===== config.mk =====
export PLATFORM = sky130hd
export DESIGN_NAME = seq_hex_tx_fmt_flat
export DESIGN_NICKNAME = d
export VERILOG_FILES = /design/src/rtl/seq_hex_tx_fmt_if.sv /design/src/rtl/seq_hex_tx_fmt.sv /design/src/flat_wrapper.sv
export SDC_FILE = /design/constraint.sdc
export NUM_CORES = 1
export LEC_CHECK = 0
export CELL_PAD_IN_SITES_DETAIL_PLACEMENT = 1
export CELL_PAD_IN_SITES_GLOBAL_PLACEMENT = 1
export CORE_UTILIZATION = 36
export DETAILED_ROUTE_END_ITERATION = 8
export PLACE_DENSITY_LB_ADDON = 0.2
export SYNTH_ARGS = -nofsm -noshare
export SYNTH_HDL_FRONTEND = slang
export SYNTH_SLANG_ARGS = --single-unit

===== constraint.sdc =====
create_clock -name clk -period 1.84 [get_ports clk]
set_clock_uncertainty 0.05 [all_clocks]
set_input_delay 0.276 -clock clk [delete_from_list [all_inputs] [get_ports clk]]
set_output_delay 0.276 -clock clk [all_outputs]
set_load 0.005 [all_outputs]

===== src/rtl/seq_hex_tx_fmt_if.sv =====
// ----------------------------------------------------------------------------
// seq_hex_tx_fmt_if
//   Bundles the signals between the sequencer result port, the hex formatter
//   and the UART transmitter byte handshake.
//
//   i_data      sequencer result word (DP_WIDTH bits)
//   i_valid     one-cycle strobe, i_data valid
//   o_ready     formatter can take a word this cycle (pending slot free)
//   i_tx_busy   UART transmitter busy
//   o_tx_data   ASCII character to the UART
//   o_tx_stb    one-cycle strobe, o_tx_data valid
//   o_drop_cnt  saturating count of dropped words
//   o_idle      formatter idle with nothing pending
//
//   slave  : formatter side
//   master : sequencer/UART side (producer of words, consumer of bytes)
// ----------------------------------------------------------------------------
interface seq_hex_tx_fmt_if #(
    parameter int DP_WIDTH = 8
);
    logic [DP_WIDTH-1:0] i_data;
    logic                i_valid;
    logic                o_ready;
    logic                i_tx_busy;
    logic [7:0]          o_tx_data;
    logic                o_tx_stb;
    logic [7:0]          o_drop_cnt;
    logic                o_idle;

    modport slave (
        input  i_data,
        input  i_valid,
        input  i_tx_busy,
        output o_ready,
        output o_tx_data,
        output o_tx_stb,
        output o_drop_cnt,
        output o_idle
    );

    modport master (
        output i_data,
        output i_valid,
        output i_tx_busy,
        input  o_ready,
        input  o_tx_data,
        input  o_tx_stb,
        input  o_drop_cnt,
        input  o_idle
    );
endinterface


===== src/rtl/seq_hex_tx_fmt.sv =====
// ----------------------------------------------------------------------------
// seq_hex_tx_fmt
//   Formatter between the sequencer result output and the UART transmitter.
//   Each data word becomes DP_WIDTH/4 uppercase ASCII hex characters, most
//   significant nibble first, optionally followed by CR LF. Characters are
//   handed to the UART one at a time over a strobe/busy handshake. One word
//   can wait in a pending register while another is being sent; words that
//   arrive when both are occupied are dropped and counted.
//
// Parameters
//   DP_WIDTH  data word width, multiple of 4
//   EOL_EN    1: append 0x0D 0x0A after each word
//
// Ports
//   clk       system clock
//   rst       synchronous active-high reset
//   bus       seq_hex_tx_fmt_if slave modport (word input, UART handshake,
//             drop counter, idle flag)
// ----------------------------------------------------------------------------
module seq_hex_tx_fmt #(
    parameter int DP_WIDTH = 8,
    parameter bit EOL_EN   = 1'b1
) (
    input  logic             clk,
    input  logic             rst,
    seq_hex_tx_fmt_if.slave  bus
);

    localparam int unsigned NHEX  = DP_WIDTH / 4;
    localparam int unsigned NCHAR = NHEX + (EOL_EN ? 2 : 0);
    localparam int unsigned CW    = $clog2(NCHAR + 1);

    localparam logic [CW-1:0] NHEX_C = CW'(NHEX);
    localparam logic [CW-1:0] LAST_C = CW'(NCHAR - 1);

    typedef enum logic [2:0] {
        S_IDLE,
        S_STB,
        S_WAIT_HI,
        S_WAIT_LO,
        S_NEXT
    } state_t;

    state_t              state;
    logic [DP_WIDTH-1:0] shreg;
    logic [DP_WIDTH-1:0] pend_data;
    logic                pend_vld;
    logic [CW-1:0]       char_idx;
    logic [7:0]          tx_data;
    logic                tx_stb;
    logic [7:0]          drop_cnt;

    logic [7:0]          cur_char;
    logic                last_char;
    logic                pend_take;
    logic                load_direct;
    logic                to_pend;
    logic                drop;

    function automatic logic [7:0] hex_ascii(input logic [3:0] nib);
        if (nib < 4'd10) begin
            return 8'h30 + {4'h0, nib};
        end
        return 8'h41 + {4'h0, nib - 4'd10};
    endfunction

    // The active word is shifted left one nibble per character, so the
    // character to send is always taken from the top nibble; once the hex
    // digits are used up the index selects CR then LF.
    always_comb begin
        cur_char = 8'h0A;
        if (char_idx < NHEX_C) begin
            cur_char = hex_ascii(shreg[DP_WIDTH-1 -: 4]);
        end else if (char_idx == NHEX_C) begin
            cur_char = 8'h0D;
        end
    end

    assign last_char = (char_idx == LAST_C);

    // The pending word leaves its slot when the FSM picks it up: either in
    // IDLE, or in NEXT when the active word has just finished. A word that
    // arrives in that same cycle reuses the freed slot instead of dropping.
    always_comb begin
        pend_take   = pend_vld && ((state == S_IDLE) || ((state == S_NEXT) && last_char));
        load_direct = bus.i_valid && (state == S_IDLE) && !pend_vld;
        to_pend     = bus.i_valid && !load_direct && (!pend_vld || pend_take);
        drop        = bus.i_valid && !load_direct && pend_vld && !pend_take;
    end

    always_ff @(posedge clk) begin
        if (rst) begin
            state     <= S_IDLE;
            shreg     <= '0;
            pend_data <= '0;
            pend_vld  <= 1'b0;
            char_idx  <= '0;
            tx_data   <= '0;
            tx_stb    <= 1'b0;
            drop_cnt  <= '0;
        end else begin
            tx_stb <= 1'b0;

            if (to_pend) begin
                pend_data <= bus.i_data;
                pend_vld  <= 1'b1;
            end else if (pend_take) begin
                pend_vld  <= 1'b0;
            end

            if (drop && (drop_cnt != 8'hFF)) begin
                drop_cnt <= drop_cnt + 8'd1;
            end

            unique case (state)
                S_IDLE: begin
                    if (pend_vld) begin
                        shreg    <= pend_data;
                        char_idx <= '0;
                        state    <= S_STB;
                    end else if (bus.i_valid) begin
                        shreg    <= bus.i_data;
                        char_idx <= '0;
                        state    <= S_STB;
                    end
                end
                S_STB: begin
                    if (!bus.i_tx_busy) begin
                        tx_stb  <= 1'b1;
                        tx_data <= cur_char;
                        state   <= S_WAIT_HI;
                    end
                end
                S_WAIT_HI: begin
                    if (bus.i_tx_busy) begin
                        state <= S_WAIT_LO;
                    end
                end
                S_WAIT_LO: begin
                    if (!bus.i_tx_busy) begin
                        state <= S_NEXT;
                    end
                end
                S_NEXT: begin
                    if (!last_char) begin
                        char_idx <= char_idx + CW'(1);
                        shreg    <= shreg << 4;
                        state    <= S_STB;
                    end else if (pend_vld) begin
                        shreg    <= pend_data;
                        char_idx <= '0;
                        state    <= S_STB;
                    end else begin
                        state    <= S_IDLE;
                    end
                end
                default: state <= S_IDLE;
            endcase
        end
    end

    assign bus.o_tx_data  = tx_data;
    assign bus.o_tx_stb   = tx_stb;
    assign bus.o_drop_cnt = drop_cnt;
    assign bus.o_ready    = ~pend_vld;
    assign bus.o_idle     = (state == S_IDLE) && !pend_vld;

endmodule


===== src/flat_wrapper.sv =====
// flat-port wrapper written by rule: the top's interface ports become plain ports
module seq_hex_tx_fmt_flat 
#(
    parameter int DP_WIDTH = 8,
    parameter bit EOL_EN   = 1'b1
)
  (clk, rst, bus_i_data, bus_i_valid, bus_i_tx_busy, bus_o_ready, bus_o_tx_data, bus_o_tx_stb, bus_o_drop_cnt, bus_o_idle);
  seq_hex_tx_fmt_if #(.DP_WIDTH(DP_WIDTH)) bus_i ();
  input  logic clk;
  input  logic rst;
  input wire logic [$bits(bus_i.i_data)-1:0] bus_i_data;
  input wire logic [$bits(bus_i.i_valid)-1:0] bus_i_valid;
  input wire logic [$bits(bus_i.i_tx_busy)-1:0] bus_i_tx_busy;
  output wire logic [$bits(bus_i.o_ready)-1:0] bus_o_ready;
  output wire logic [$bits(bus_i.o_tx_data)-1:0] bus_o_tx_data;
  output wire logic [$bits(bus_i.o_tx_stb)-1:0] bus_o_tx_stb;
  output wire logic [$bits(bus_i.o_drop_cnt)-1:0] bus_o_drop_cnt;
  output wire logic [$bits(bus_i.o_idle)-1:0] bus_o_idle;
  assign bus_i.i_data = bus_i_data;
  assign bus_i.i_valid = bus_i_valid;
  assign bus_i.i_tx_busy = bus_i_tx_busy;
  assign bus_o_ready = bus_i.o_ready;
  assign bus_o_tx_data = bus_i.o_tx_data;
  assign bus_o_tx_stb = bus_i.o_tx_stb;
  assign bus_o_drop_cnt = bus_i.o_drop_cnt;
  assign bus_o_idle = bus_i.o_idle;
  seq_hex_tx_fmt #(.DP_WIDTH(DP_WIDTH), .EOL_EN(EOL_EN)) u_core (.clk(clk), .rst(rst), .bus(bus_i));
endmodule

==> metrics.yaml <==
status:
  status: "finished clean"
finish:
  final_common_cell: "dfxtp_1"
  syn_to_final_growth_pct: 35.1
  diodes: 0
  mostFrequentLayoutCells: "dfxtp_1 (36), buf_4 (29), clkdlybuf4s50_1 (28), nor2_1 (25), a21oi_1 (14)"
  final_util: 0.515
  fin_nets: 295
  drive_gt1_frac: 0.254
synthesis:
  yosysUniqueCellTypes: 48
  yosysSeqAreaShare: 0.391
  syn_nets: 242
  synthCells: 225
  synth_edf_count: 0
  synth_seq_cells: 39
  ys.warnings.count: 0
  synth_flop_cell: "dfxtp_1"
  ys_async_sr_fraction: 0
  synth.avg_cell_area_um2: 8.88
  netlist_area_mm2: 0.00200
sta:
  min_period_ns: 1.79
  fin_ws_ns: 0.0485
  hold_viol: 0
  finalSetupViolCount: 0
  finalCritPeriodShare: 0.974
  max_freq_mhz: 558
  slew_violations: 0
clock_network:
  h-tree-depth: 2
  numCtsBuffers: 5
  root_buffer: "clkbuf_8"
  clockBufferDepth: 2
  path_clk_slew_ns: 0.08
  clock_latency_ns: 0.29
  cts.sinks: 39
  postCtsHoldBufs: 0
  cts_tree: "built"
floorplanning:
  die_h_um: 76.5
  initial_core_util: 0.382
  die_area_mm2: 0.00585
  die_x_um: 76.5
  num_io_pins: 31
  core.rowCount: 26
  core-area_mm2: 0.00524
power_and_ir_drop:
  p_total_uw: 2060
  power_frac_clock: 0.312
  switching_share: 0.281
  seqPwrFrac: 0.464
  pwr-share-comb: 0.223
  vdd_drop_max_mv: 0.503
  power.net_switching_uw: 579
  p_per_area_mw_per_mm2: 764
  leakage_uw: 0.00103
  p_int_uw: 1480
worst_setup_path:
  timing.rr.start: "u_core.char_idx[0]$_SDFFE_PP0P_"
  crit_end: "u_core.bus.o_drop_cnt[7]$_SDFFE_PP0P_"
  cp-start-kind: "flop"
  crit_type: "flop to flop"
  cp.required_ns: 2.02
  arrival_ns: 1.97
  r2r_end: "u_core.bus.o_drop_cnt[7]$_SDFFE_PP0P_"
  r2r_slack_ns: 0.05
  crit_path_start: "u_core.char_idx[0]$_SDFFE_PP0P_"
  reg2reg_depth: 6
  critical_path.endpoint_type: "flop"
  cp_max_fo: 5
global_route:
  grt_antenna_before_repair: 0
  grtUsageTotal: 0.193
  grt_pass1_vias: 1838
  grt_pass1_wl_um: 8980
  grt_max_degree: 47
  grt_overflow: 0
route:
  routedWlPerCell_um: 15.1
  dr.pass1.iters: 4
  drc: 0
  vias: 1819
  drtIter0Drc: 113
  vias_per_cell: 5.21
  drt-total-wl_um: 5280
  ant_nets: 0
job:
  drv_cap: 0
place:
  gp_congestion: 0.737
  place_ws_ns: -0.0939
  io_buffer_count: 29
  dpl.hpwl_um: 3840
hold_path:
  hp-class: "flop to flop"
[worst max-delay path: stages (launching register included)]
cell	delay, ns
dfxtp_1	0.32
ha_2	0.18
nor2b_1	0.14
o21a_2	0.26
buf_4	0.15
or4_4	0.50
a21oi_2	0.13
[power groups by stage]
stage	sequential [µW]	clock, µW	combinational [µW]
2_1_floorplan	959	0	287
3_3_place_gp	973	0	437
3_5_place_dp	976	0	449
4_1_cts	957	661	451
5_1_grt	967	695	519
6_report	957	643	460
[metrics by stage]
stage | setup TNS, ns | hold slack (ns) | cells | area (µm²)
CTS | 0 | 0.411 | 347 | 2630
floorplan | 0 | 0.370 | 225 | 2000
global placement | -0.381 | 0.392 | 339 | 2520
detailed placement | -1.11 | 0.399 | 339 | 2520
global route | -0.00171 | 0.427 | 349 | 2700
finish | 0 | 0.408 | 349 | 2700
[sequential cells by signal, summed over array words and instances, names as in the netlist]
signal                 cells
u_core.state               3
u_core.bus.o_tx_stb        1
u_core.pend_data           8
u_core.pend_vld            1
u_core.bus.o_tx_data       7
u_core.char_idx            3
u_core.shreg               8
u_core.bus.o_drop_cnt      8
[per-layer routing]
| layer | vias up | track usage | part of all wire |
|---|---|---|---|
| met5 | - | 0 | 0 |
| met4 | 0 | 0.0673 | 0.010 |
| met3 | 6 | 0.0359 | 0.021 |
| met2 | 23 | 0.311 | 0.48 |
| met1 | 874 | 0.257 | 0.49 |
| li1 | 916 | - | - |
[synthesized netlist by cell type (all sizes together) (2+ instances only)]
cell type | instances | area share
nand2 | 12 | 0.023
o21ai | 5 | 0.013
inv | 11 | 0.021
or4 | 3 | 0.011
clkbuf | 4 | 0.0075
nand3b | 2 | 0.0075
or3 | 4 | 0.015
dfxtp | 39 | 0.39
o32ai | 4 | 0.018
o41ai | 4 | 0.033
nor2 | 25 | 0.047
buf | 11 | 0.041
nor3 | 14 | 0.038
ha | 5 | 0.031
and3 | 2 | 0.0063
nand2b | 3 | 0.0094
nand3 | 8 | 0.020
nor3b | 3 | 0.017
nor2b | 6 | 0.019
a221oi | 5 | 0.022
mux2i | 5 | 0.025
nor4 | 3 | 0.0094
o21a | 2 | 0.0075
a2bb2oi | 2 | 0.0088
o31ai | 5 | 0.019
mux2 | 6 | 0.034
xnor2 | 2 | 0.0088
a21oi | 16 | 0.040
[area by class of cell]
cell class                      instances  area (µm²)
Clock buffer                            8         100
Timing Repair Buffer                   61         543
Inverter                               11        41.3
Sequential cell                        39         785
Tap cell                               70        87.6
Multi-Input combinational cell        160        1140
Fill cell                             623        2540
[how the worst min path moves through the flow]
| stage | slack [ns] | cells after the start | end | start |
|---|---|---|---|---|
| after CTS | 0.41 | 2 | u_core.bus.o_tx_data[0]$_SDFFE_PP0P_ | u_core.bus.o_tx_data[0]$_SDFFE_PP0P_ |
| after floorplan | 0.37 | 2 | u_core.pend_data[4]$_SDFFE_PP0P_ | bus_i_data[4] |
| after detailed placement | 0.40 | 2 | u_core.bus.o_tx_data[5]$_SDFFE_PP0P_ | u_core.bus.o_tx_data[5]$_SDFFE_PP0P_ |
| final | 0.41 | 2 | u_core.bus.o_tx_data[5]$_SDFFE_PP0P_ | u_core.bus.o_tx_data[5]$_SDFFE_PP0P_ |
| after global routing | 0.43 | 2 | u_core.pend_data[3]$_SDFFE_PP0P_ | u_core.pend_data[3]$_SDFFE_PP0P_ |
| after global placement | 0.39 | 2 | u_core.bus.o_tx_data[5]$_SDFFE_PP0P_ | u_core.bus.o_tx_data[5]$_SDFFE_PP0P_ |
[kinds of logic (layout without fill, tap and decap cells)]
group / after synthesis / after routing / share of synthesized area
AOI/OAI and AO/OA: 49 / 49 / 0.187
xor gates and xnor gates: 3 / 3 / 0.0132
adders and majority gates: 5 / 5 / 0.0313
buffers and inverters: 26 / 80 / 0.0695
DFF: 39 / 39 / 0.391
muxes: 11 / 11 / 0.0589
other: 1 / 1 / 0.00188
and+or+nand+nor: 91 / 91 / 0.248
[repair_timing]
action,4_1_cts,5_1_grt
cloned,0,1
pin swaps,1,4
buffers inserted,0,1
resized for setup,6,13
setup endpoints to repair,4,17
Note: power is estimated with default switching activity, not from simulation.
